### config.mk
export PLATFORM = sky130hd
export DESIGN_NAME = pipe_stall_ctrl
export DESIGN_NICKNAME = d
export VERILOG_FILES = /design/src/rtl/pipe_ctrl_pkg.sv /design/src/rtl/pipe_stall_ctrl_hazard_detect.sv /design/src/rtl/pipe_stall_ctrl.sv
export SDC_FILE = /design/constraint.sdc
export NUM_CORES = 1
export LEC_CHECK = 0
export CAP_MARGIN = 10
export CORE_AREA = 5 5 42 44
export CTS_CLUSTER_DIAMETER = 60
export DETAILED_ROUTE_END_ITERATION = 8
export DIE_AREA = 0 0 47 49
export DONT_BUFFER_PORTS = 1
export SYNTH_ARGS = -nofsm -noshare
export SYNTH_HDL_FRONTEND = slang
export SYNTH_SLANG_ARGS = --single-unit
export TNS_END_PERCENT = 30
### constraint.sdc
create_clock -name clk -period 2 [get_ports clk]
set_input_delay 0.5 -clock clk [delete_from_list [all_inputs] [get_ports clk]]
set_output_delay 0.5 -clock clk [all_outputs]
set_load 0.005 [all_outputs]
### src/rtl/pipe_ctrl_pkg.sv
`default_nettype none
// +----------------------------------------------------------------------+
// | pipe_ctrl_pkg : shared types/constants for the pipeline stall ctrl   |
// | Rev 1.0                                                              |
// +----------------------------------------------------------------------+
package pipe_ctrl_pkg;

  localparam int REG_ADDR_W = 5;

  typedef enum logic [0:0] {
    RUN       = 1'b0,
    MULT_WAIT = 1'b1
  } state_t;

  typedef struct packed {
    logic en;
    logic flush;
  } stage_ctrl_t;

  // Saturating increment used by the optional performance counters.
  function automatic logic [31:0] sat_inc(input logic [31:0] v, input logic inc);
    return (inc && (v != '1)) ? v + 32'd1 : v;
  endfunction

endpackage
`default_nettype wire

### src/rtl/pipe_stall_ctrl_hazard_detect.sv
`default_nettype none
// +----------------------------------------------------------------------+
// | hazard_detect : combinational load-use comparator (ID vs EX load)    |
// | Rev 1.0                                                              |
// +----------------------------------------------------------------------+
module hazard_detect #(
  parameter int REG_ADDR_W = pipe_ctrl_pkg::REG_ADDR_W
) (
  input  logic [REG_ADDR_W-1:0] if_id_rs1,
  input  logic [REG_ADDR_W-1:0] if_id_rs2,
  input  logic                  if_id_uses_rs2,
  input  logic                  id_ex_memread,
  input  logic [REG_ADDR_W-1:0] id_ex_rd,
  output logic                  lu
);

  // x0 is hardwired to zero, so a load targeting it never creates a hazard.
  always_comb begin
    lu = id_ex_memread && (id_ex_rd != '0) &&
         ((id_ex_rd == if_id_rs1) || (if_id_uses_rs2 && (id_ex_rd == if_id_rs2)));
  end

endmodule
`default_nettype wire

### src/rtl/pipe_stall_ctrl.sv
`default_nettype none
// +----------------------------------------------------------------------+
// | pipe_stall_ctrl : stall/flush sequencer for the 5-stage pipeline;    |
// | optional perf counters under `PIPE_STALL_PERF_EN. Rev 1.0            |
// +----------------------------------------------------------------------+
module pipe_stall_ctrl #(
  parameter int MULT_LAT   = 2,
  parameter int REG_ADDR_W = pipe_ctrl_pkg::REG_ADDR_W,
  parameter int CNT_W      = 4
) (
  input  logic                  clk,
  input  logic                  arst_n,
  input  logic [REG_ADDR_W-1:0] if_id_rs1,
  input  logic [REG_ADDR_W-1:0] if_id_rs2,
  input  logic                  if_id_uses_rs2,
  input  logic                  id_ex_memread,
  input  logic [REG_ADDR_W-1:0] id_ex_rd,
  input  logic                  ex_mult_start,
  input  logic                  mem_branch_taken,
  output logic                  pc_en,
  output logic                  if_id_en,
  output logic                  id_ex_en,
  output logic                  ex_mem_en,
  output logic                  mem_wb_en,
  output logic                  if_id_flush,
  output logic                  id_ex_flush,
  output logic                  ex_mem_flush,
  output logic                  mult_busy
`ifdef PIPE_STALL_PERF_EN
  ,
  output logic [31:0]           stall_cycles,
  output logic [31:0]           flush_events,
  output logic [31:0]           lu_events
`endif
);

  import pipe_ctrl_pkg::*;

  localparam logic [CNT_W-1:0] CNT_LOAD    = CNT_W'((MULT_LAT > 1) ? (MULT_LAT - 2) : 0);
  localparam logic             MULT_STALLS = (MULT_LAT > 1);

  state_t            state_q, state_d;
  logic [CNT_W-1:0]  cnt_q, cnt_d;
  logic              lu;
  logic              ms;
  logic              lu_bubble;
  logic              pc_en_c;
  logic              mem_wb_en_c;
  stage_ctrl_t       if_id_c, id_ex_c, ex_mem_c;

  hazard_detect #(
    .REG_ADDR_W(REG_ADDR_W)
  ) u_hazard_detect (
    .if_id_rs1      (if_id_rs1),
    .if_id_rs2      (if_id_rs2),
    .if_id_uses_rs2 (if_id_uses_rs2),
    .id_ex_memread  (id_ex_memread),
    .id_ex_rd       (id_ex_rd),
    .lu             (lu)
  );

  // While waiting, the held multiply's start level is ignored; only cnt matters.
  always_comb begin
    ms = (state_q == RUN) ? (ex_mult_start & MULT_STALLS) : (cnt_q != '0);
  end

  always_comb begin
    state_d     = state_q;
    cnt_d       = cnt_q;
    lu_bubble   = 1'b0;
    pc_en_c     = 1'b1;
    mem_wb_en_c = 1'b1;
    if_id_c     = '{en: 1'b1, flush: 1'b0};
    id_ex_c     = '{en: 1'b1, flush: 1'b0};
    ex_mem_c    = '{en: 1'b1, flush: 1'b0};

    if (mem_branch_taken) begin
      // The multiply (if any) is younger than the branch, so it is squashed too.
      if_id_c.flush  = 1'b1;
      id_ex_c.flush  = 1'b1;
      ex_mem_c.flush = 1'b1;
      state_d        = RUN;
      cnt_d          = '0;
    end else if (ms) begin
      pc_en_c        = 1'b0;
      if_id_c.en     = 1'b0;
      id_ex_c.en     = 1'b0;
      ex_mem_c.flush = 1'b1;
      if (state_q == RUN) begin
        state_d = MULT_WAIT;
        cnt_d   = CNT_LOAD;
      end else begin
        cnt_d = cnt_q - CNT_W'(1);
      end
    end else begin
      state_d = RUN;
      if (lu) begin
        pc_en_c       = 1'b0;
        if_id_c.en    = 1'b0;
        id_ex_c.flush = 1'b1;
        lu_bubble     = 1'b1;
      end
    end
  end

  always_ff @(posedge clk or negedge arst_n) begin
    if (!arst_n) begin
      state_q <= RUN;
      cnt_q   <= '0;
    end else begin
      state_q <= state_d;
      cnt_q   <= cnt_d;
    end
  end

  // Outputs are forced low for the whole time reset is asserted.
  assign pc_en        = arst_n & pc_en_c;
  assign if_id_en     = arst_n & if_id_c.en;
  assign id_ex_en     = arst_n & id_ex_c.en;
  assign ex_mem_en    = arst_n & ex_mem_c.en;
  assign mem_wb_en    = arst_n & mem_wb_en_c;
  assign if_id_flush  = arst_n & if_id_c.flush;
  assign id_ex_flush  = arst_n & id_ex_c.flush;
  assign ex_mem_flush = arst_n & ex_mem_c.flush;
  assign mult_busy    = arst_n & (state_q == MULT_WAIT);

`ifdef PIPE_STALL_PERF_EN
  logic [31:0] stall_cycles_q, stall_cycles_d;
  logic [31:0] flush_events_q, flush_events_d;
  logic [31:0] lu_events_q, lu_events_d;

  always_comb begin
    stall_cycles_d = sat_inc(stall_cycles_q, !pc_en_c);
    flush_events_d = sat_inc(flush_events_q, mem_branch_taken);
    lu_events_d    = sat_inc(lu_events_q, lu_bubble);
  end

  always_ff @(posedge clk or negedge arst_n) begin
    if (!arst_n) begin
      stall_cycles_q <= '0;
      flush_events_q <= '0;
      lu_events_q    <= '0;
    end else begin
      stall_cycles_q <= stall_cycles_d;
      flush_events_q <= flush_events_d;
      lu_events_q    <= lu_events_d;
    end
  end

  assign stall_cycles = stall_cycles_q;
  assign flush_events = flush_events_q;
  assign lu_events    = lu_events_q;
`endif

endmodule
`default_nettype wire

==> results.md, run 1 <==
Timing:
- The slew at the pin closest to its max-slew limit is 0.368 ns.
- The count of final hold-check violations came to 0.
- The total count of max-transition violations in the final report is 0.
- In the finished design, the share of the clock period the worst path needs comes to 98.7%.
- The worst path needs 1.97 ns of the cycle, external delays included.
- Based on the critical path, the design can be clocked at up to 507 MHz.
- The worst hold-check slack is 0.324 ns.
- Setup repair after global routing could not meet its margin everywhere.
- The worst clock skew is 0.000659 ns.
- The final setup violation count is 0.
- The headroom to the max-slew limit is 75.3%.

Die:
- The I/O pin count is 30.
- The initial standard-cell utilization of the core is 32.6%.
- The floorplan die width is 47 microns.
- The die covers 2300 sq um.
- The die is 49 microns tall.
- The floorplan step defined a core boundary enclosing 1400 sq um.
- After floorplanning, the core was divided into 14 placement rows.

Clocking:
- The TritonCTS clock tree is built.
- The number of buffers added by the clock tree synthesis step is 3.
- In this run the number of H-tree levels came out at 1.
- The clock transition at the register clock pins on the worst setup and hold paths after CTS is 0.04 ns.
- The total number of clock tree sinks is 5.
- No sink is reached through more buffers than the 2 on the longest clock path.
- The root buffer cell chosen for the clock tree is sky130_fd_sc_hd__clkbuf_4.
- The clock latency on the worst-skew pair is 0.24 ns.

Routing:
- The per-cell routed wire length is 12.7 microns.
- The starting DRC count in detailed routing is 3.
- For this run, design rule violations remaining after detail routing come to 0.
- The number of routed nets with antenna violations is 0.
- The number of optimization iterations in the first detailed-route pass is 4.
- The mean number of vias per cell is 5.25.
- Wires add up to 962 microns.
- Across all layers, the routed design uses 399 vias.

Cells and area:
- The relative area change from synthesis to final layout is 20.0%.
- The final core utilization is 39.1%.
- The repair_antennas step left the layout with diodes totalling 0.
- The post-route netlist has 23.3% of its cells at a drive strength greater than 1.
- The final layout contains 83 nets.

Outcome:
- The run finished with clean final reports.

Worst setup path:
- In this run the critical register-to-register path is captured at cnt_q[3]$_DFFE_PN0N_.
- The critical path data required time is 1.50 ns.
- The slack of the worst reg-to-reg path is 0.49 ns.
- The worst register-to-register path begins at cnt_q[0]$_DFFE_PN0N_.
- The depth of the most critical reg-to-reg path is 7.
- STA classifies the critical path endpoint as a primary output.
- The worst setup path is launched from an input port.
- The class of the most critical setup path is input port to primary output.
- Data arrives at the worst endpoint at 1.47 ns.
- Of all nets on the critical path, the largest fanout is 3.

Pwr:
- The cell area power density is 497 nW/um^2.
- The maximum vdd ir drop is 0.193 mV.
- The leakage power is 0.238 nW.

Synth:
- The netlist area before placement is 457 sq um.
- The count of distinct cell types in the synthesized netlist is 26.
- Counting every instance in the synthesized netlist gives 54.
- The predominant post-synthesis flop cell is sky130_fd_sc_hd__dfrtp_1.
- The proportion of synthesized flip-flops having asynchronous set or reset is 100%.
- The count of flip-flops with a built-in enable after synthesis is 0.
- The net count of the mapped netlist is 76.
- The total number of yosys warnings is 0.
- The average instance area after synthesis is 8.46 sq um.
- The flip-flop and latch count after synthesis is 5.
- The portion of the post-synthesis area used by sequential elements is 27.4%.

Placement:
- The final HPWL from detailed placement is 767 microns.
- In this run the tool buffered the top-level ports with 0 buffer cells.
- At the end of routability-driven placement, the weighted congestion stood at 0.758.

GRT:
- The number of global-route vias before repair came to 393.
- The maximum number of pins on one net before global-route repair is 8.
- The number of antenna violations at the first check in global routing is 0.
- The global-route wire length before repair is 1480 microns.
- The total overflow left after global routing is 0.
- Across every metal layer, demand over resource in global routing totals 8.83%.

Hold path:
- The hold-critical path endpoint is state_q$_DFF_PN0_.
- Counting instances, the worst hold path has a depth of 1.
- In this run the worst hold path is classified as input port to register.
- The worst hold path begins at mem_branch_taken.

Job:
- The max-cap violation count is 0.
metal layers:
| metal | global-route usage, % | part of all wire, % | vias up |
|---|---|---|---|
| li1 | - | - | 196 |
| met1 | 10.0 | 38 | 180 |
| met2 | 13.3 | 51 | 21 |
| met3 | 3.32 | 9.9 | 2 |
| met4 | 5.53 | 1.2 | 0 |
| met5 | 0 | 0 | - |
state kept, by name (all words and copies together), names as in the netlist:
| name | flops |
|---|---|
| state_q | 1 |
| cnt_q | 4 |
cell type report:
cell class / count / area, sq um
Tap cell: 16 / 20.0
Clock buffer: 4 / 26.3
Timing Repair Buffer: 5 / 40.0
Multi-Input combinational cell: 42 / 322
Fill cell: 151 / 853
Inverter: 4 / 15.0
Sequential cell: 5 / 125
kinds of logic after synthesis:
kind of cell,after synthesis,synth area share [%]
AND/OR/NAND/NOR,18,22.2
AO/OA/AOI/OAI,13,20.3
XOR/XNOR,10,19.2
adder cells (fa/ha/maj),1,2.74
buffers and inverters,7,8.22
flip-flops,5,27.4
worst max-delay path by stage:
stage                                     from     endpoint  slack (ns)  cells after the start
after CTS                 cnt_q[0]$_DFFE_PN0N_  id_ex_flush      -0.002                      6
final                              id_ex_rd[0]        pc_en        0.03                      4
after global placement             id_ex_rd[0]        pc_en        0.05                      4
after floorplan                    id_ex_rd[0]        pc_en      -0.007                      5
after detailed placement           id_ex_rd[0]        pc_en        0.03                      4
after global routing      cnt_q[1]$_DFFE_PN0N_     if_id_en       -0.02                      6
critical path: stages:
cell and delay, ns:
sky130_fd_sc_hd__or4_1 0.53, sky130_fd_sc_hd__o21ai_2 0.17, sky130_fd_sc_hd__or2_1 0.13, sky130_fd_sc_hd__o21ba_4 0.14
repair_timing:
item	CTS	global route
setup endpoints to repair	3	3
pin swaps	1	1
hold buffers	1	0
gates resized for setup	2	6
buffers inserted	0	3
hold endpoints to repair	5	0
synthesized netlist by cell type (2+ instances only):
cell | count | area [sq um]
sky130_fd_sc_hd__xor2_1 | 9 | 78.8
sky130_fd_sc_hd__dfrtp_1 | 5 | 125
sky130_fd_sc_hd__inv_1 | 4 | 15.0
sky130_fd_sc_hd__nand2_1 | 4 | 15.0
sky130_fd_sc_hd__buf_4 | 3 | 22.5
sky130_fd_sc_hd__o21ai_0 | 3 | 15.0
sky130_fd_sc_hd__nand2b_1 | 2 | 12.5
sky130_fd_sc_hd__nor2_1 | 2 | 7.51
sky130_fd_sc_hd__nor2b_1 | 2 | 12.5
sky130_fd_sc_hd__nor3_1 | 2 | 10.0
sky130_fd_sc_hd__o21bai_1 | 2 | 15.0
sky130_fd_sc_hd__o2bb2ai_1 | 2 | 17.5
power by group:
part / internal [mW] / total (mW) / switching, mW
sequential: 0.103 / 0.104 / 0.00114
clock: 0.0752 / 0.114 / 0.0384
combinational: 0.0292 / 0.0545 / 0.0253
through the flow:
step | std cells | TNS, ns | worst slack (ns) | power, mW | area (sq um)
floorplan | 54 | -0.00732 | -0.00732 | 0.148 | 457
global placement | 68 | 0 | 0.0474 | 0.150 | 462
detailed placement | 68 | 0 | 0.0338 | 0.150 | 462
CTS | 73 | -0.00669 | -0.00242 | 0.273 | 502
global route | 76 | -0.0479 | -0.0199 | 0.292 | 548
finish | 76 | 0 | 0.0261 | 0.272 | 548
cells in the final DEF, fill, tap and decap left out, drive strengths merged:
cell type,Yosys,final
a21oi,1,1
a32oi,1,1
and2,1,1
buf,3,4
clkbuf,0,4
dfrtp,5,5
dlygate4sd3,0,1
ha,1,1
inv,4,4
nand2,4,4
nand2b,2,2
nand4bb,1,1
nor2,2,2
nor2b,2,2
nor3,2,2
nor4,1,1
o21ai,5,5
o21ba,1,1
o21bai,2,2
o2bb2ai,2,2
o31ai,1,1
or2,2,2
or4,1,1
xnor2,1,1
xor2,9,9
(Power assumes the default switching activity.)
==> run 2, diff against run 1 <==
--- a/config.mk
+++ b/config.mk
@@ -5,12 +5,12 @@
 export SDC_FILE = /design/constraint.sdc
 export NUM_CORES = 1
 export LEC_CHECK = 0
-export CAP_MARGIN = 10
 export CORE_AREA = 5 5 42 44
 export CTS_CLUSTER_DIAMETER = 60
 export DETAILED_ROUTE_END_ITERATION = 8
 export DIE_AREA = 0 0 47 49
 export DONT_BUFFER_PORTS = 1
+export SLEW_MARGIN = 40
 export SYNTH_ARGS = -nofsm -noshare
 export SYNTH_HDL_FRONTEND = slang
 export SYNTH_SLANG_ARGS = --single-unit
==> constraint.sdc (replaced) <==
create_clock -name clk -period 1.7 [get_ports clk]
set_input_delay 0.425 -clock clk [delete_from_list [all_inputs] [get_ports clk]]
set_output_delay 0.425 -clock clk [all_outputs]
set_load 0.005 [all_outputs]
==> run 2 against run 1 <==
Effect of this change: the run now ends with negative setup slack left; critical path depth grew 2; power grew 27%; design area increased by 10%; hold slack worse by 0.087 ns; sequential share of layout area decreased by 2.1 points; sequential power increased by 17%; first-iteration DRC count fell by 67%; critical path type is now register to primary output; critical endpoint unchanged.
==> results.md, run 2 (synthesis results as in run 1) <==
GRT:
- The maximum number of pins on one net before global-route repair is 8.
- The number of antenna violations at the first check in global routing came to 0.
- The number of global-route vias before repair came to 449.
- Global routing used 10.7% of the available tracks across all layers.
- The final global-route overflow total is 0.
- The global-route wire length before repair is 1750 microns.

Pwr:
- The leakage power is 0.264 nW.
- The power consumption is 0.346 mW.
- IR analysis of the VDD net gives a maximum drop of 0.168 mV.
- For this design the ratio of total power to cell area is 573 nW/um^2.

Hold path:
- The min-delay analysis places its worst path in the category input port to register.
- The startpoint identified for the worst hold timing path is mem_branch_taken.
- The number of instances on the worst hold path is 1.
- The path with the worst hold slack has its endpoint at state_q$_DFF_PN0_.

Timing:
- Setup repair after global routing could not meet its margin everywhere.
- The maximum achievable frequency is 540 MHz.
- The headroom to the max-slew limit is 77.9%.
- Setup violations remaining at the end of the flow were counted as 5.
- The total count of max-transition violations in the final report is 0.
- Between clock sinks in the finished design, the worst skew comes to 0.0117 ns.
- For the pin with the worst max-slew slack, the measured transition is 0.332 ns.
- The post-route worst setup slack is -0.153 ns.
- The minimum period implied by the final worst setup slack is 1.85 ns.
- The share of the cycle needed by the critical path after routing is 109%.
- Setup total negative slack on the finished layout was measured at -0.528 ns.
- The count of final hold-check violations is 0.

Worst setup path:
- The worst setup path is of the register to primary output kind.
- Among all stages on the critical path, the largest delay is contributed by sky130_fd_sc_hd__dfrtp_1.
- For the worst flop-to-flop path, the logic depth is 8.
- The number of buffers and inverters on the critical path is 1.
- The data arrival time of the worst path is 1.43 ns.
- In this run the worst setup path begins at cnt_q[1]$_DFFE_PN0N_.
- The start of the worst register-to-register path is cnt_q[1]$_DFFE_PN0N_.
- The critical path data required time is 1.27 ns.
- The cell family contributing the most delay on the critical path is flip-flops.
- The signal on the critical path passes through inv_1, ha_2, nand4bb_1, nand2_2, o21ai_4, o21ba_4.
- The end of the worst register-to-register path is cnt_q[2]$_DFFE_PN0N_.
- The slack of the worst reg-to-reg path is 0.20 ns.
- The delay contributed by the slowest stage of the critical path is 0.37 ns.
- The worst setup path is captured at a primary output.
- The largest fanout of any net on the critical path is 3.
- STA classifies the critical path startpoint as a register.

Routing:
- In the final routed layout, each cell accounts on average for 13.4 microns.
- In the routed layout, each cell is associated on average with a via count of 5.44.
- The remaining design rule violation count is 0.
- The count of nets left with antenna violations once routing finished came out at 0.
- Before antenna repair, the detailed router went through 2 iterations.
- Wires add up to 1090 microns.
- The number of vias in the routed layout is 441.
- After the first detailed-routing iteration, the DRC count stood at 1.

Placement:
- The routability congestion estimate from global placement is 0.745.
- After detailed placement, the design holds a cell count of 72.
- The count of buffers added on input and output ports is 0.
- In this run the cell area measured after placement is 492 sq um.
- Detailed placement finished with a half-perimeter wire length of 801 microns.

Clocking:
- The clock transition at the register clock pins on the worst setup and hold paths after CTS is 0.05 ns.
- The root cell of the clock tree is sky130_fd_sc_hd__clkbuf_4.
- TritonCTS built the clock tree.
- The clock latency on the worst-skew pair is 0.25 ns.
- CTS built an H-tree with a depth of 1.
- Clock tree synthesis inserted a total of 3 buffers.
- The tree built by TritonCTS fans out to 5 sinks.
- The largest buffer count on any clock path is 2.

Die:
- In this run the core area contains 14 standard-cell rows.
- For this configuration, the core starts out at a cell density of 32.6%.
- In this run the vertical extent of the chip is 49 microns.
- 30 I/O pins were placed.
- The core region is 1400 sq um.
- The die area is 2300 sq um.
- Measured along the x axis, the die boundary spans 47 microns.

Cells and area:
- The number of flip-flops in the largest register is 4.
- The repair_antennas step left the layout with diodes totalling 0.
- The final core utilization is 43.0%.
- The most flop-heavy register is cnt_q.
- After filler insertion, the fill cell instance count of the layout stands at 144.
- The largest registers in the layout are cnt_q (4), state_q (1).
- In the layout the commonest cells are sky130_fd_sc_hd__xor2_1, sky130_fd_sc_hd__buf_4, sky130_fd_sc_hd__dfrtp_1, sky130_fd_sc_hd__inv_1.
- For this run, the number of standard cells in the final layout without fillers is 81.
- The summed area of non-filler cells in the final layout is 603 sq um.
- After the last flow step, the layout net total stands at 88.
- The relative area change from synthesis to final layout is 32.1%.
- The post-route netlist has 33.8% of its cells at a drive strength greater than 1.

Job:
- The max-cap violation count is 0.

Outcome:
- The checks that failed: negative setup slack.
- The flow ran to the end, but the final reports show violations.
-- run 2: final cells by class --
| cell class | instances | area [sq um] | share of cell area [%] |
|---|---|---|---|
| inverters | 4 | 15.0 | 2.49 |
| multi-input cells | 42 | 339 | 56.2 |
| repair buffers | 10 | 77.6 | 12.9 |
| clock buffers | 4 | 26.3 | 4.36 |
| well taps | 16 | 20.0 | 3.32 |
| flip-flops and latches | 5 | 125 | 20.7 |
-- run 2: how the worst max path moves through the flow --
| stage | to | slack [ns] | depth (start not counted) |
|---|---|---|---|
| after floorplan | pc_en | -0.16 | 5 |
| after global placement | pc_en | -0.1 | 4 |
| after detailed placement | pc_en | -0.10 | 4 |
| after CTS | pc_en | -0.17 | 6 |
| after global routing | if_id_en | -0.25 | 6 |
| final | pc_en | -0.15 | 6 |
-- run 2: what timing repair did --
| item | 4_1_cts | 5_1_grt |
|---|---|---|
| setup buffers | 2 | 2 |
| resized for setup | 9 | 3 |
| pin swaps | 4 | 3 |
| endpoints found under the hold margin | 5 | 0 |
| endpoints found under the setup margin | 5 | 5 |
| hold buffers | 1 | 0 |
-- run 2: power breakdown --
group | internal [mW] | switching (mW)
clock network | 0.0892 | 0.0561
registers | 0.121 | 0.000772
logic | 0.0427 | 0.0355
-- run 2: stage by stage --
step,hold WS [ns],worst slack (ns)
floorplan,0.129,-0.157
global placement,0.130,-0.0993
detailed placement,0.130,-0.102
CTS,0.231,-0.172
global route,0.232,-0.252
finish,0.236,-0.153
-- run 2: routing by layer --
metal | vias up | track usage [%] | routed length [microns]
met5 | - | 0 | 0
met1 | 205 | 10.8 | 418
li1 | 206 | - | -
met4 | 0 | 11.1 | 51
met2 | 24 | 14.7 | 523
met3 | 6 | 5.17 | 92
-- run 2: worst register-to-register path, cell delays in order (launching register included) --
cell,delay [ns]
sky130_fd_sc_hd__dfrtp_1,0.37
sky130_fd_sc_hd__inv_1,0.06
sky130_fd_sc_hd__ha_2,0.17
sky130_fd_sc_hd__nand4bb_1,0.15
sky130_fd_sc_hd__buf_4,0.18
sky130_fd_sc_hd__a21oi_4,0.13
sky130_fd_sc_hd__buf_4,0.14
sky130_fd_sc_hd__o21bai_1,0.10
sky130_fd_sc_hd__o2bb2ai_1,0.12
==> run 3, diff against run 2 <==
--- a/config.mk
+++ b/config.mk
@@ -5,11 +5,12 @@
 export SDC_FILE = /design/constraint.sdc
 export NUM_CORES = 1
 export LEC_CHECK = 0
-export CORE_AREA = 5 5 42 44
+export CORE_MARGIN = 5
+export CORE_UTILIZATION = 30
 export CTS_CLUSTER_DIAMETER = 60
 export DETAILED_ROUTE_END_ITERATION = 8
-export DIE_AREA = 0 0 47 49
 export DONT_BUFFER_PORTS = 1
+export SKIP_CTS_REPAIR_TIMING = 1
 export SLEW_MARGIN = 40
 export SYNTH_ARGS = -nofsm -noshare
 export SYNTH_HDL_FRONTEND = slang
==> run 3 against run 2 <==
Effect of this change: the flow still finishes with violations (negative setup slack); first-iteration DRC count grew 100%; power shrank 4.4%; setup slack lost 0.0022 ns; design area shrank 3.7%; combinational power shrank 8.3%; clock skew shrank 0.0058 ns; sequential share of layout area grew 0.80 points; count of clock-buffer cells in the layout is the same; wire length grew 2.7%; die area grew 4.3%; maximum frequency shrank 0.12%; critical path type unchanged; critical endpoint is now if_id_en; largest cell class unchanged; highest routed layer unchanged.
==> results.md, run 3 (synthesis results as in run 1) <==
Routing:
- The detail route stage leaves a number of antenna-violating nets equal to 0.
- In the final routed layout, each cell accounts on average for 14.1 microns.
- Across all layers, the routed design uses 398 vias.
- The total wire length after detailed routing is 1120 microns.
- The starting DRC count in detailed routing is 2.
- After detailed routing, the number of remaining DRC violations is 0.
- The mean number of vias per cell is 5.04.
- The number of optimization iterations in the first detailed-route pass is 2.

Timing:
- The count of final hold-check violations came to 0.
- The share of the cycle needed by the critical path after routing is 109%.
- The minimum period implied by the final worst setup slack is 1.85 ns.
- Setup violations remaining at the end of the flow were counted as 5.
- The slew at the pin closest to its max-slew limit is 0.402 ns.
- The worst clock skew is 0.00594 ns.
- Setup repair after global routing could not meet its margin everywhere.
- The headroom to the max-slew limit is 73.0%.
- The maximum achievable frequency is 539 MHz.
- The total count of max-transition violations in the final report is 0.
- For the final routed database, the setup TNS stands at -0.492 ns.
- The post-route worst setup slack is -0.155 ns.

Worst setup path:
- The data arrival time of the worst path is 1.43 ns.
- The signal on the critical path passes through inv_2, ha_4, nand4bb_1, nand2_2, o21ai_4, o21ba_4.
- On the critical path, the stage with the largest delay is an instance of sky130_fd_sc_hd__dfrtp_1.
- The delay contributed by the slowest stage of the critical path is 0.39 ns.
- For the worst flop-to-flop path, the logic depth is 7.
- The critical path data required time is 1.27 ns.
- The largest fanout of any net on the critical path is 3.
- The end of the worst register-to-register path is cnt_q[2]$_DFFE_PN0N_.
- The worst setup path is captured at a primary output.
- The start of the worst register-to-register path is cnt_q[0]$_DFFE_PN0N_.
- The class of the most critical setup path is register to primary output.
- STA classifies the critical path startpoint as a register.
- The slack of the worst reg-to-reg path is 0.25 ns.

GRT:
- The number of global-route vias before repair was 403.
- The combined global-route utilization of all metal layers is 8.61%.
- The first global-routing pass estimated 1600 microns of wire.
- The final global-route overflow total is 0.
- The number of antenna violations at the first check in global routing came to 0.
- The maximum number of pins on one net before global-route repair is 12.

Cells and area:
- The top cell types in the final layout, fill and taps aside, are sky130_fd_sc_hd__xor2_1, sky130_fd_sc_hd__buf_4, sky130_fd_sc_hd__dfrtp_1, sky130_fd_sc_hd__nand2_1, sky130_fd_sc_hd__clkbuf_4.
- The largest registers in the layout are cnt_q (4), state_q (1).
- The most flop-heavy register is cnt_q.
- The fraction of final layout cells sized beyond drive strength 1 is 30.2%.
- The number of flip-flops in the largest register is 4.
- Fill cells in the final layout number 163.
- Leaving out fill and tap cells, the most frequent cell in the layout is sky130_fd_sc_hd__xor2_1.
- The sequential cell area is 125 sq um.
- The multi-input gate area in the final layout is 332 sq um.
- The relative area change from synthesis to final layout is 27.1%.
- The number of antenna repair diodes is 0.
- The total number of nets in the final design is 86.

Hold path:
- The worst hold path begins at mem_branch_taken.
- The path with the worst hold slack has its endpoint at state_q$_DFF_PN0_.
- The number of instances on the worst hold path is 1.
- The tightest min-delay check is of the input port to register type.

Pwr:
- VDD sags by at most 0.511 mV.
- Summed over all nets, the switching power comes to 0.0808 mW.
- The cell area power density is 569 nW/um^2.
- The clock network is responsible for 41.3% of the overall power.
- The net switching fraction of the power is 24.5%.
- The design internal power is 0.249 mW.
- In this run the static leakage power is 0.256 nW.
- Per report_power, the combinational group accounts for 21.7% of the total.
- Sequential cells account for 37.0% of the total power.

Clocking:
- TritonCTS built the clock tree.
- The root cell of the clock tree is sky130_fd_sc_hd__clkbuf_4.
- The number of buffers added by the clock tree synthesis step is 3.
- The largest buffer count on any clock path is 2.
- The clock latency on the worst-skew pair is 0.24 ns.
- For this design, the sink count on the clock tree is 5.
- Clock-pin slew was measured on the worst setup and hold paths at 0.04 ns.
- In this run the number of H-tree levels came out at 1.

Die:
- The initial standard-cell utilization of the core is 31.0%.
- The site row count is 14.
- The core region is 1470 sq um.
- The die is 49.0 microns tall.
- Pin placement for this block handled 30 I/O pins.
- The floorplan die width is 49.0 microns.
- The die covers 2400 sq um.

Placement:
- Before CTS, the worst setup slack after placement is -0.116 ns.
- Routability-driven placement finished with a final weighted congestion of 0.666.
- The total of buffers placed on input and output ports is 0.
- The final HPWL from detailed placement is 820 microns.

Outcome:
- The flow ran to the end, but the final reports show violations.
- The final reports fail on negative setup slack.

Job:
- Across the run, the number of max-cap violations was 0.
[run 3: cell count changes in the layout (fill, tap and decap cells not counted), sizes merged]
cell	before	now
buf	9	7
[run 3: layout make-up]
cell class / instances / area share, %
clock buffer: 4 / 4.53
inverter: 4 / 2.59
multi-input combinational: 42 / 57.1
sequential: 5 / 21.6
tap: 16 / 3.45
timing repair buffer: 8 / 10.8
[run 3: through the flow]
stage / instance area, sq um / cells / util [%] / hold slack [ns] / total power [mW]
after CTS: 518 / 76 / 35.2 / -0.137 / 0.328
after global routing: 581 / 79 / 39.5 / 0.225 / 0.358
final: 581 / 79 / 39.5 / 0.246 / 0.330
after detailed placement: 492 / 72 / 33.4 / 0.130 / 0.183
after floorplan: 457 / 54 / - / 0.129 / 0.174
after global placement: 492 / 72 / 33.4 / 0.130 / 0.183
[run 3: how the worst max path moves through the flow]
stage	to	cells past startpoint	startpoint	slack, ns
after floorplan	pc_en	5	id_ex_rd[0]	-0.16
after global placement	if_id_en	4	id_ex_rd[0]	-0.12
after detailed placement	if_id_en	4	id_ex_rd[0]	-0.12
after CTS	id_ex_flush	6	cnt_q[0]$_DFFE_PN0N_	-0.32
after global routing	if_id_en	6	cnt_q[1]$_DFFE_PN0N_	-0.25
final	if_id_en	6	cnt_q[0]$_DFFE_PN0N_	-0.15
[run 3: power by group through the flow]
stage          registers (mW)  logic [mW]  clock network (mW)
4_1_cts                 0.122      0.0602               0.145
3_3_place_gp            0.124      0.0595                   0
6_report                0.122      0.0718               0.136
3_5_place_dp            0.124      0.0593                   0
5_1_grt                 0.122      0.0811               0.155
2_1_floorplan           0.124      0.0501                   0
[run 3: metal layers]
metal	part of all wire (%)	vias up	global-route usage, %
met1	40	183	9.09
met2	52	11	14.1
met4	1.5	0	2.69
met5	0	-	0
met3	6.7	2	5.20
li1	-	202	-
[run 3: worst max-delay path: cells and delay by family (launching register included)]
family / cells / cell delay [ns]
compound gates: 2 / 0.30
buf+inv: 1 / 0.08
simple gates: 2 / 0.29
flops: 1 / 0.39
fa+ha+maj: 1 / 0.13
